===== config.mk =====
export PLATFORM = sky130hd
export DESIGN_NAME = feed_rtc
export DESIGN_NICKNAME = d
export VERILOG_FILES = /design/src/rtl/feed_rtc_pkg.sv /design/src/rtl/rtc_prescaler.sv /design/src/rtl/feed_rtc.sv
export SDC_FILE = /design/constraint.sdc
export NUM_CORES = 1
export LEC_CHECK = 0
export CORE_AREA = 2 2 156 158
export DETAILED_ROUTE_END_ITERATION = 8
export DIE_AREA = 0 0 158 160
export PLACE_DENSITY = 0.43
export SETUP_SLACK_MARGIN = 0.2
export SLEW_MARGIN = 20
export SYNTH_ARGS = -nofsm -noshare
export SYNTH_HDL_FRONTEND = slang
export SYNTH_SLANG_ARGS = --single-unit

===== constraint.sdc =====
create_clock -name clk -period 3.5 [get_ports clk]
set_input_delay 0.35 -clock clk [delete_from_list [all_inputs] [get_ports clk]]
set_output_delay 0.35 -clock clk [all_outputs]
set_load 0.01 [all_outputs]

===== src/rtl/feed_rtc_pkg.sv =====
// Shared types and limits for the feeder real-time clock.
// Alarm record layout matches the 15-bit alarm_data write word.
package feed_rtc_pkg;

    localparam int MAX_SEC      = 59;
    localparam int MAX_MIN      = 59;
    localparam int HOUR12_MIN   = 1;
    localparam int HOUR12_MAX   = 12;
    localparam int HOUR24_MAX   = 23;
    localparam int ALARM_DATA_W = 15;

    typedef struct packed {
        logic       en;
        logic       ampm;
        logic [4:0] hour;
        logic [7:0] min;
    } alarm_t;

    function automatic logic [7:0] inc_wrap(input logic [7:0] v,
                                            input int unsigned max);
        return (v == 8'(max)) ? 8'd0 : v + 8'd1;
    endfunction

endpackage


===== src/rtl/rtc_prescaler.sv =====
// Divides clk down to a one-cycle tick every CLK_HZ cycles.
// clear_i restarts the count so the next tick is a full period away.
module rtc_prescaler #(
    parameter int CLK_HZ = 50_000_000
) (
    input  logic clk,
    input  logic reset,
    input  logic clear_i,
    output logic tick_o
);

    localparam int CW = (CLK_HZ > 1) ? $clog2(CLK_HZ) : 1;
    localparam logic [CW-1:0] LAST = CW'(CLK_HZ - 1);

    logic [CW-1:0] cnt_q, cnt_d;

    assign tick_o = (cnt_q == LAST);

    always_comb begin
        cnt_d = cnt_q + CW'(1);
        if (tick_o || clear_i) cnt_d = '0;
    end

    always_ff @(posedge clk) begin
        if (reset) cnt_q <= '0;
        else       cnt_q <= cnt_d;
    end

endmodule


===== src/rtl/feed_rtc.sv =====
// Feeder RTC: hh:mm:ss in 12 h or 24 h mode with feed-schedule alarms.
// Optional RTC_UPTIME_EN adds a 32-bit seconds-since-reset counter.
module feed_rtc
    import feed_rtc_pkg::*;
#(
    parameter int CLK_HZ     = 50_000_000,
    parameter int NUM_ALARMS = 4,
    parameter int MODE_24H   = 0,
    localparam int SEL_W     = (NUM_ALARMS > 1) ? $clog2(NUM_ALARMS) : 1
) (
    input  logic                    clk,
    input  logic                    reset,
    input  logic                    set_hour,
    input  logic                    set_min,
    input  logic                    set_sec,
    input  logic                    set_ampm,
    input  logic [7:0]              set_data,
    input  logic                    alarm_wr,
    input  logic [SEL_W-1:0]        alarm_sel,
    input  logic [ALARM_DATA_W-1:0] alarm_data,
    output logic [7:0]              hour,
    output logic [7:0]              minute,
    output logic [7:0]              second,
    output logic                    ampm,
    output logic                    sec_tick,
    output logic [NUM_ALARMS-1:0]   alarm_fire,
    output logic [31:0]             uptime
);

    localparam logic [7:0] HOUR_RST = (MODE_24H != 0) ? 8'd0 : 8'd12;

    logic [7:0] sec_q, sec_d, min_q, min_d, hour_q, hour_d;
    logic       ampm_q, ampm_d, tick_q;
    logic [NUM_ALARMS-1:0] fire_q, fire_d;
    alarm_t alarm_q [NUM_ALARMS];
    alarm_t alarm_d [NUM_ALARMS];

    logic       tick;
    logic       sec_ok, min_ok, hour_ok, ampm_ok, any_set;
    logic       carry_min, carry_hr;
    logic [7:0] adv_sec, adv_min, adv_hour;
    logic       adv_ampm;

    rtc_prescaler #(.CLK_HZ(CLK_HZ)) u_presc (
        .clk     (clk),
        .reset   (reset),
        .clear_i (sec_ok),
        .tick_o  (tick)
    );

    always_comb begin
        sec_ok  = set_sec && (set_data <= 8'(MAX_SEC));
        min_ok  = set_min && (set_data <= 8'(MAX_MIN));
        if (MODE_24H != 0)
            hour_ok = set_hour && (set_data <= 8'(HOUR24_MAX));
        else
            hour_ok = set_hour && (set_data >= 8'(HOUR12_MIN))
                               && (set_data <= 8'(HOUR12_MAX));
        ampm_ok = set_ampm && (MODE_24H == 0);
        any_set = sec_ok || min_ok || hour_ok || ampm_ok;

        carry_min = tick && (sec_q == 8'(MAX_SEC));
        carry_hr  = carry_min && (min_q == 8'(MAX_MIN));
        adv_sec   = tick ? inc_wrap(sec_q, MAX_SEC) : sec_q;
        adv_min   = carry_min ? inc_wrap(min_q, MAX_MIN) : min_q;
        adv_hour  = hour_q;
        adv_ampm  = ampm_q;
        if (carry_hr) begin
            if (MODE_24H != 0) begin
                adv_hour = inc_wrap(hour_q, HOUR24_MAX);
            end else if (hour_q == 8'(HOUR12_MAX)) begin
                adv_hour = 8'(HOUR12_MIN);
            end else begin
                adv_hour = hour_q + 8'd1;
                if (hour_q == 8'd11) adv_ampm = ~ampm_q;
            end
        end

        sec_d  = sec_ok  ? set_data : adv_sec;
        min_d  = min_ok  ? set_data : adv_min;
        hour_d = hour_ok ? set_data : adv_hour;
        // A set hour drops the carry, including its AM/PM toggle.
        if (MODE_24H != 0)
            ampm_d = (hour_d >= 8'd12);
        else if (ampm_ok)
            ampm_d = set_data[0];
        else
            ampm_d = hour_ok ? ampm_q : adv_ampm;

        for (int i = 0; i < NUM_ALARMS; i++) begin
            fire_d[i] = carry_min && !any_set && alarm_q[i].en
                     && ({3'b000, alarm_q[i].hour} == adv_hour)
                     && (alarm_q[i].min == adv_min)
                     && ((MODE_24H != 0) || (alarm_q[i].ampm == adv_ampm));
        end

        for (int i = 0; i < NUM_ALARMS; i++) begin
            alarm_d[i] = alarm_q[i];
            if (alarm_wr && (alarm_sel == SEL_W'(i)))
                alarm_d[i] = alarm_t'(alarm_data);
        end
    end

    always_ff @(posedge clk) begin
        if (reset) begin
            sec_q  <= '0;
            min_q  <= '0;
            hour_q <= HOUR_RST;
            ampm_q <= 1'b0;
            tick_q <= 1'b0;
            fire_q <= '0;
            for (int i = 0; i < NUM_ALARMS; i++) alarm_q[i] <= '0;
        end else begin
            sec_q  <= sec_d;
            min_q  <= min_d;
            hour_q <= hour_d;
            ampm_q <= ampm_d;
            tick_q <= tick;
            fire_q <= fire_d;
            for (int i = 0; i < NUM_ALARMS; i++) alarm_q[i] <= alarm_d[i];
        end
    end

`ifdef RTC_UPTIME_EN
    logic [31:0] up_q, up_d;

    always_comb begin
        up_d = up_q;
        if (tick) up_d = up_q + 32'd1;
    end

    always_ff @(posedge clk) begin
        if (reset) up_q <= '0;
        else       up_q <= up_d;
    end

    assign uptime = up_q;
`else
    assign uptime = 32'd0;
`endif

    assign hour       = hour_q;
    assign minute     = min_q;
    assign second     = sec_q;
    assign ampm       = ampm_q;
    assign sec_tick   = tick_q;
    assign alarm_fire = fire_q;

endmodule


==> flow_summary.yaml, run 1 <==
run_status:
  outcome: "complete, no violations"
layout:
  n_antenna_cell: 0
  final_nets: 953
  final_cell_mix: "167 x nand2_1, 114 x dfxtp_1, 78 x a21oi_1, 62 x nor2_1, 60 x clkdlybuf4s50_1"
  final_common_cell: "nand2_1"
  multi_input_area_um2: 3950
  fin_area_um2: 8240
  layout-drive-gt1-share_pct: 11.2
  final-instance-count-excl-fill: 1252
  area.sequential_um2: 2320
  areaGrowthSynthToFinish_pct: 27.3
  fillers: 2584
detailed_routing:
  via_per_inst: 4.91
  drt-total-wl_um: 22300
  vias: 6149
  dr.pass1.iters: 7
  drtAntennaViolNets: 0
  route.detailed.drc: 0
  drtIter0Drc: 358
  wl_per_cell_um: 17.8
logic_synthesis:
  synth_ff_type: "dfxtp_1"
  synthArstFlopShare_pct: 0
  yosysWarnings: 0
  syn_area_per_cell_um2: 7.79
  synthesis.instances: 832
  syn_area_um2: 6480
  postSynthRegisterBits: 116
  ys_types: 67
  ys_seq_area_share_pct: 35.9
  synth_edf_count: 0
sta:
  setup_ws_ps: 376
  max_freq_mhz: 320
  tightest_slew_ps: 938
  setup_tns_ps: 0
  max_slew_margin_pct: 37.5
  slew_viol_final: 0
  setup_viol: 0
  rsz0062_at_grt: "false"
  hold_viol: 0
  finalCriticalPeriod_ps: 3120
  fin_crit_sh_pct: 89.3
  finClkSkew_ps: 10.8
floorplanning:
  ios: 94
  die_area_um2: 25300
  core_area_um2: 23800
  die_h_um: 160
  row_count: 57
  fp.dieW_um: 158
  initial_core_util_pct: 27.2
critical_path:
  endpoint: "alarm_fire[1]$_SDFF_PP0_"
  cp.arrival_ps: 3460
  r2r_slack_ps: 380
  rr_worst_depth: 10
  worstSetupStartpoint: "u_presc.cnt_q[0]$_SDFF_PP0_"
  cp-start-kind: "flip-flop"
  worstSetupEndpointType: "flip-flop"
  rr_startpoint: "u_presc.cnt_q[0]$_SDFF_PP0_"
  criticalPathCategory: "flip-flop to flip-flop"
  crit_required_ps: 3830
  r2r_end: "alarm_fire[1]$_SDFF_PP0_"
  path_max_fanout: 5
cts:
  hold_buffers: 0
  root_buffer: "clkbuf_16"
  path_clk_slew_ps: 60
  cts_num_sinks: 116
  cts_tree: "yes"
  htree_levels: 4
  ctsLongestPathBuffers: 2
  numCtsBuffers: 17
  clk_latency_ps: 420
placement:
  globalplace.congestion: 0.919
  pre_cts_slack_ps: 17.1
  dpl.cell_count: 1217
  dp_hpwl_um: 16500
  post_dp_cell_area_um2: 7530
  io_buffers: 61
power:
  pwr-share-comb_pct: 8.9
  seq_power_share_pct: 40.7
  p_int_mw: 2.54
  power_density_nw_per_um2: 417
  ir_drop_mv: 0.262
  leakagePower_nw: 3.05
  netSwitchingFraction_pct: 26.0
  clock_power_share_pct: 50.4
  switching_power_mw: 0.892
grt:
  grt.total_usage_pct: 17.9
  grt_pass1_vias: 5787
  grt_max_degree: 84
  antenna_found_initial: 0
  overflow: 0
  grt_pass1_wl_um: 34400
min_path:
  hold_class: "input port to flip-flop"
job:
  maxCapViolations: 0
## through the flow
stage / total power, mW / utilization (%) / hold WS [ps]
detailed placement: 1.72 / 31.6 / 446
CTS: 3.47 / 34.2 / 386
floorplan: 1.60 / - / 430
finish: 3.44 / 34.6 / 404
global placement: 1.72 / 31.6 / 445
global route: 3.57 / 34.6 / 406
## routing by layer
layer  vias up  part of all wire, %  track usage, %
met5         -                    0               0
met4         0                  1.1            4.83
met3        19                  5.7            3.04
met2       202                   45            27.1
met1      2896                   48            26.1
li1       3032                    -               -
## state kept, by name, indices dropped and copies added (netlist names)
name	flops
alarm_q	60
u_presc.cnt_q	26
hour	8
minute	8
second	8
alarm_fire	4
ampm	1
sec_tick	1
## worst max-delay path: stages, from the launching register on
cell	delay (ps)
dfxtp_2	370
ha_4	160
nand4_1	170
or4_4	620
buf_4	200
or4_4	520
nand2_1	110
nor2_1	40
a2111o_1	360
nor4_2	250
nor4b_2	240
## cells in the mapped netlist (4+ instances only)
master / count / area share (%)
nand2_1: 167 / 9.7
dfxtp_1: 116 / 36
a21oi_1: 78 / 6.0
nor2_1: 62 / 3.6
xor2_1: 48 / 6.5
clkbuf_1: 38 / 2.2
buf_4: 33 / 3.8
nand3_1: 29 / 2.2
xnor2_1: 27 / 3.7
nor3_1: 22 / 1.7
o21ai_0: 19 / 1.5
and3_1: 15 / 1.4
nand4_1: 15 / 1.4
inv_1: 13 / 0.75
nor4_1: 13 / 1.3
a211oi_1: 8 / 0.93
and2_1: 8 / 0.77
and4_1: 7 / 0.95
mux2i_1: 7 / 1.1
o211ai_1: 7 / 0.81
nand3b_1: 6 / 0.70
a22oi_1: 5 / 0.58
a31oi_1: 5 / 0.48
ha_1: 5 / 0.97
nor2b_1: 5 / 0.48
nor3b_1: 5 / 0.58
nand2b_1: 4 / 0.39
o221ai_1: 4 / 0.54
## worst min path at each step
stage                           startpoint  slack [ps]                           to  cells past startpoint
4_1_cts                              reset         390           hour[4]$_SDFF_PP0_                      4
3_5_place_dp   alarm_q[1][14]$_SDFFE_PP0P_         450  alarm_q[1][14]$_SDFFE_PP0P_                      2
5_1_grt                              reset         410           hour[4]$_SDFF_PP0_                      4
2_1_floorplan  u_presc.cnt_q[0]$_SDFF_PP0_         430  u_presc.cnt_q[0]$_SDFF_PP0_                      1
3_3_place_gp   alarm_q[1][14]$_SDFFE_PP0P_         440  alarm_q[1][14]$_SDFFE_PP0P_                      2
6_report                             reset         400           hour[4]$_SDFF_PP0_                      4
## area by class of cell
| type | count | area share (%) |
|---|---|---|
| Tap cell | 324 | 4.92 |
| Sequential cell | 116 | 28.2 |
| Inverter | 13 | 0.592 |
| Clock buffer | 19 | 5.37 |
| Timing Repair Buffer | 106 | 11.4 |
| Clock inverter | 12 | 1.59 |
| Multi-Input combinational cell | 662 | 47.9 |
## repair_timing
| action | in CTS | in global routing |
|---|---|---|
| gates cloned | 0 | 0 |
| gates resized for setup | 7 | 12 |
| endpoints found under the hold margin | 0 | 0 |
| buffers inserted | 1 | 3 |
| pin swaps | 0 | 4 |
| setup endpoints to repair | 3 | 4 |
## cell families (layout without fill, tap and decap cells)
family	count (synthesis)	count (layout)	synth area share (%)
mux	7	7	1.08
compound gates	164	164	16.3
buf+inv	85	150	6.86
flops	116	116	35.9
fa+ha+maj	5	5	0.966
other cells	1	32	0.0579
xor+xnor	75	75	10.1
simple gates	379	379	28.7
## power groups by stage
stage | logic (mW) | registers (mW) | clock network, mW
after floorplan | 0.192 | 1.41 | 0
after global placement | 0.300 | 1.43 | 0
after detailed placement | 0.297 | 1.43 | 0
after CTS | 0.300 | 1.40 | 1.78
after global routing | 0.337 | 1.40 | 1.83
final | 0.305 | 1.40 | 1.73
Power figures use the tool's default switching activity.
==> inputs of run 2 (changes only) <==
Settings changed: CAP_MARGIN from default to 20.
==> results of run 2 <==
Same layout as run 1: the final DEF is identical, and so are final timing and power.
==> inputs of run 3 (changes only) <==
Settings changed: CTS_BUF_LIST from default to sky130_fd_sc_hd__clkbuf_2 sky130_fd_sc_hd__clkbuf_4 sky130_fd_sc_hd__clkbuf_8, PLACE_DENSITY 0.43 to default, PLACE_DENSITY_LB_ADDON from default to 0.05.
==> run 3 against run 2 <==
Effect of this change:
- worst hold slack worse by 41 ps
- critical endpoint is now alarm_fire[0]$_SDFF_PP0_
- cell area is 2.0% lower
- largest power group is now registers
- register-to-register slack worse by 50 ps
- clock skew is 2.9 ps higher
- sequential share of layout area is 0.53 points higher
- non-clock buffer count is 2 lower
- clock power is 24% lower
- cell count hardly changed
==> flow_summary.yaml, run 3 (synthesized netlist as in run 1, its figures left out) <==
run_status:
  outcome: "complete, no violations"
sta:
  slew_viol_final: 0
  tightest_slew_ps: 947
  setup_tns_ps: 0
  hold_viol: 0
  finClkSkew_ps: 13.7
  fin_crit_sh_pct: 90.8
  max_slew_margin_pct: 36.8
  rsz0062_at_grt: "true"
  hold_slack_ps: 363
  setup_viol: 0
  setup_ws_ps: 322
  finalCriticalPeriod_ps: 3180
  max_freq_mhz: 315
grt:
  antenna_found_initial: 0
  grt_pass1_wl_um: 36100
  overflow: 0
  grt_pass1_vias: 6081
  grt.total_usage_pct: 18.8
  grt_max_degree: 84
min_path:
  hold_class: "input port to flip-flop"
  min_from: "reset"
  holdPathEnd: "hour[4]$_SDFF_PP0_"
  holdPathStages: 4
power:
  leakagePower_nw: 2.95
  switching_power_mw: 0.868
  pwr-share-comb_pct: 10.2
  p_int_mw: 2.16
  power_density_nw_per_um2: 374
  netSwitchingFraction_pct: 28.7
  ir_drop_mv: 0.207
  clock_power_share_pct: 43.6
  seq_power_share_pct: 46.1
floorplanning:
  fp.dieW_um: 158
  core_area_um2: 23800
  row_count: 57
  die_area_um2: 25300
  initial_core_util_pct: 27.2
  die_h_um: 160
  ios: 94
layout:
  areaGrowthSynthToFinish_pct: 24.8
  final_cell_mix: "167 x nand2_1, 116 x dfxtp_1, 78 x a21oi_1, 62 x nor2_1, 60 x clkdlybuf4s50_1"
  layout-drive-gt1-share_pct: 11.8
  multi_input_area_um2: 3970
  final_util_pct: 33.9
  n_antenna_cell: 0
  final_common_cell: "nand2_1"
  fillers: 2594
  area.sequential_um2: 2320
  final_nets: 951
  largest_registers: "alarm_q x60, u_presc.cnt_q x26"
  fin_area_um2: 8080
  top_register: "alarm_q"
  largest_reg_flops: 60
detailed_routing:
  drtAntennaViolNets: 0
  drt-total-wl_um: 23300
  drtIter0Drc: 392
  via_per_inst: 4.97
  vias: 6219
  dr.pass1.iters: 5
  wl_per_cell_um: 18.6
  route.detailed.drc: 0
cts:
  path_clk_slew_ps: 80
  hold_buffers: 0
  numCtsBuffers: 17
  ctsLongestPathBuffers: 2
  clk_latency_ps: 450
  cts_num_sinks: 116
  cts_tree: "yes"
  root_buffer: "clkbuf_8"
  htree_levels: 4
critical_path:
  rr_startpoint: "u_presc.cnt_q[0]$_SDFF_PP0_"
  r2r_end: "alarm_fire[0]$_SDFF_PP0_"
  criticalPathCategory: "flip-flop to flip-flop"
  crit_required_ps: 3880
  worstSetupEndpointType: "flip-flop"
  r2r_slack_ps: 320
  cp.arrival_ps: 3560
  rr_worst_depth: 9
  cp-start-kind: "flip-flop"
  path_max_fanout: 7
job:
  maxCapViolations: 0
placement:
  globalplace.congestion: 0.874
  io_buffers: 61
  dp_hpwl_um: 17600
  post_dp_cell_area_um2: 7530
  pre_cts_slack_ps: 45.6
[run 3: cell count changes in the layout (fill, tap and decap cells not counted), moves of 3 or more]
cell and change:
clkinvlp_4 +3, clkbuf_8 +18, clkinv_2 -3, clkbuf_16 -17
[run 3: worst max path at each step]
stage	endpoint	cells after the start	slack (ps)	from
after floorplan	alarm_fire[1]$_SDFF_PP0_	10	540	u_presc.cnt_q[0]$_SDFF_PP0_
after global placement	alarm_fire[2]$_SDFF_PP0_	9	160	u_presc.cnt_q[0]$_SDFF_PP0_
after detailed placement	alarm_fire[3]$_SDFF_PP0_	8	50	u_presc.cnt_q[0]$_SDFF_PP0_
after CTS	alarm_fire[2]$_SDFF_PP0_	9	210	u_presc.cnt_q[0]$_SDFF_PP0_
after global routing	alarm_fire[2]$_SDFF_PP0_	10	140	u_presc.cnt_q[0]$_SDFF_PP0_
final	alarm_fire[0]$_SDFF_PP0_	9	320	u_presc.cnt_q[0]$_SDFF_PP0_
[run 3: power groups by stage]
| stage | logic (mW) | registers, mW | clock network (mW) |
|---|---|---|---|
| after floorplan | 0.192 | 1.41 | 0 |
| after global placement | 0.304 | 1.43 | 0 |
| after detailed placement | 0.303 | 1.43 | 0 |
| after CTS | 0.305 | 1.40 | 1.36 |
| after global routing | 0.340 | 1.40 | 1.41 |
| final | 0.309 | 1.40 | 1.32 |
[run 3: critical path, cell delays in order, from the launching register on]
cell and delay (ps):
dfxtp_1 390, ha_2 240, nand4_1 190, or4_4 680, or4_4 570, nand2_1 150
nor2_1 70, nor4_2 390, o2111a_1 240, and4_1 190
[run 3: metal layers]
metal / global-route usage [%] / wire [um] / part of all wire [%]
met3: 3.15 / 1100 / 4.7
met1: 26.2 / 11000 / 47
met5: 0 / 0 / 0
met4: 5.20 / 395 / 1.7
met2: 29.9 / 10800 / 46
[run 3: metrics by stage]
stage	power [mW]	std cells
final	3.03	1251
after global placement	1.73	1217
after floorplan	1.60	863
after global routing	3.15	1251
after CTS	3.06	1249
after detailed placement	1.73	1217
[run 3: area by class of cell]
cell class                      count  area share (%)
Timing Repair Buffer              104            11.5
Sequential cell                   116            28.7
Tap cell                          324            5.02
Clock buffer                       19            3.24
Multi-Input combinational cell    662            49.1
Clock inverter                     13            1.86
Inverter                           13           0.604
[run 3: timing repair]
action | in CTS | in global routing
setup endpoints to repair | 4 | 4
resized for setup | 3 | 19
buffers inserted | 0 | 2
pin swaps | 0 | 2
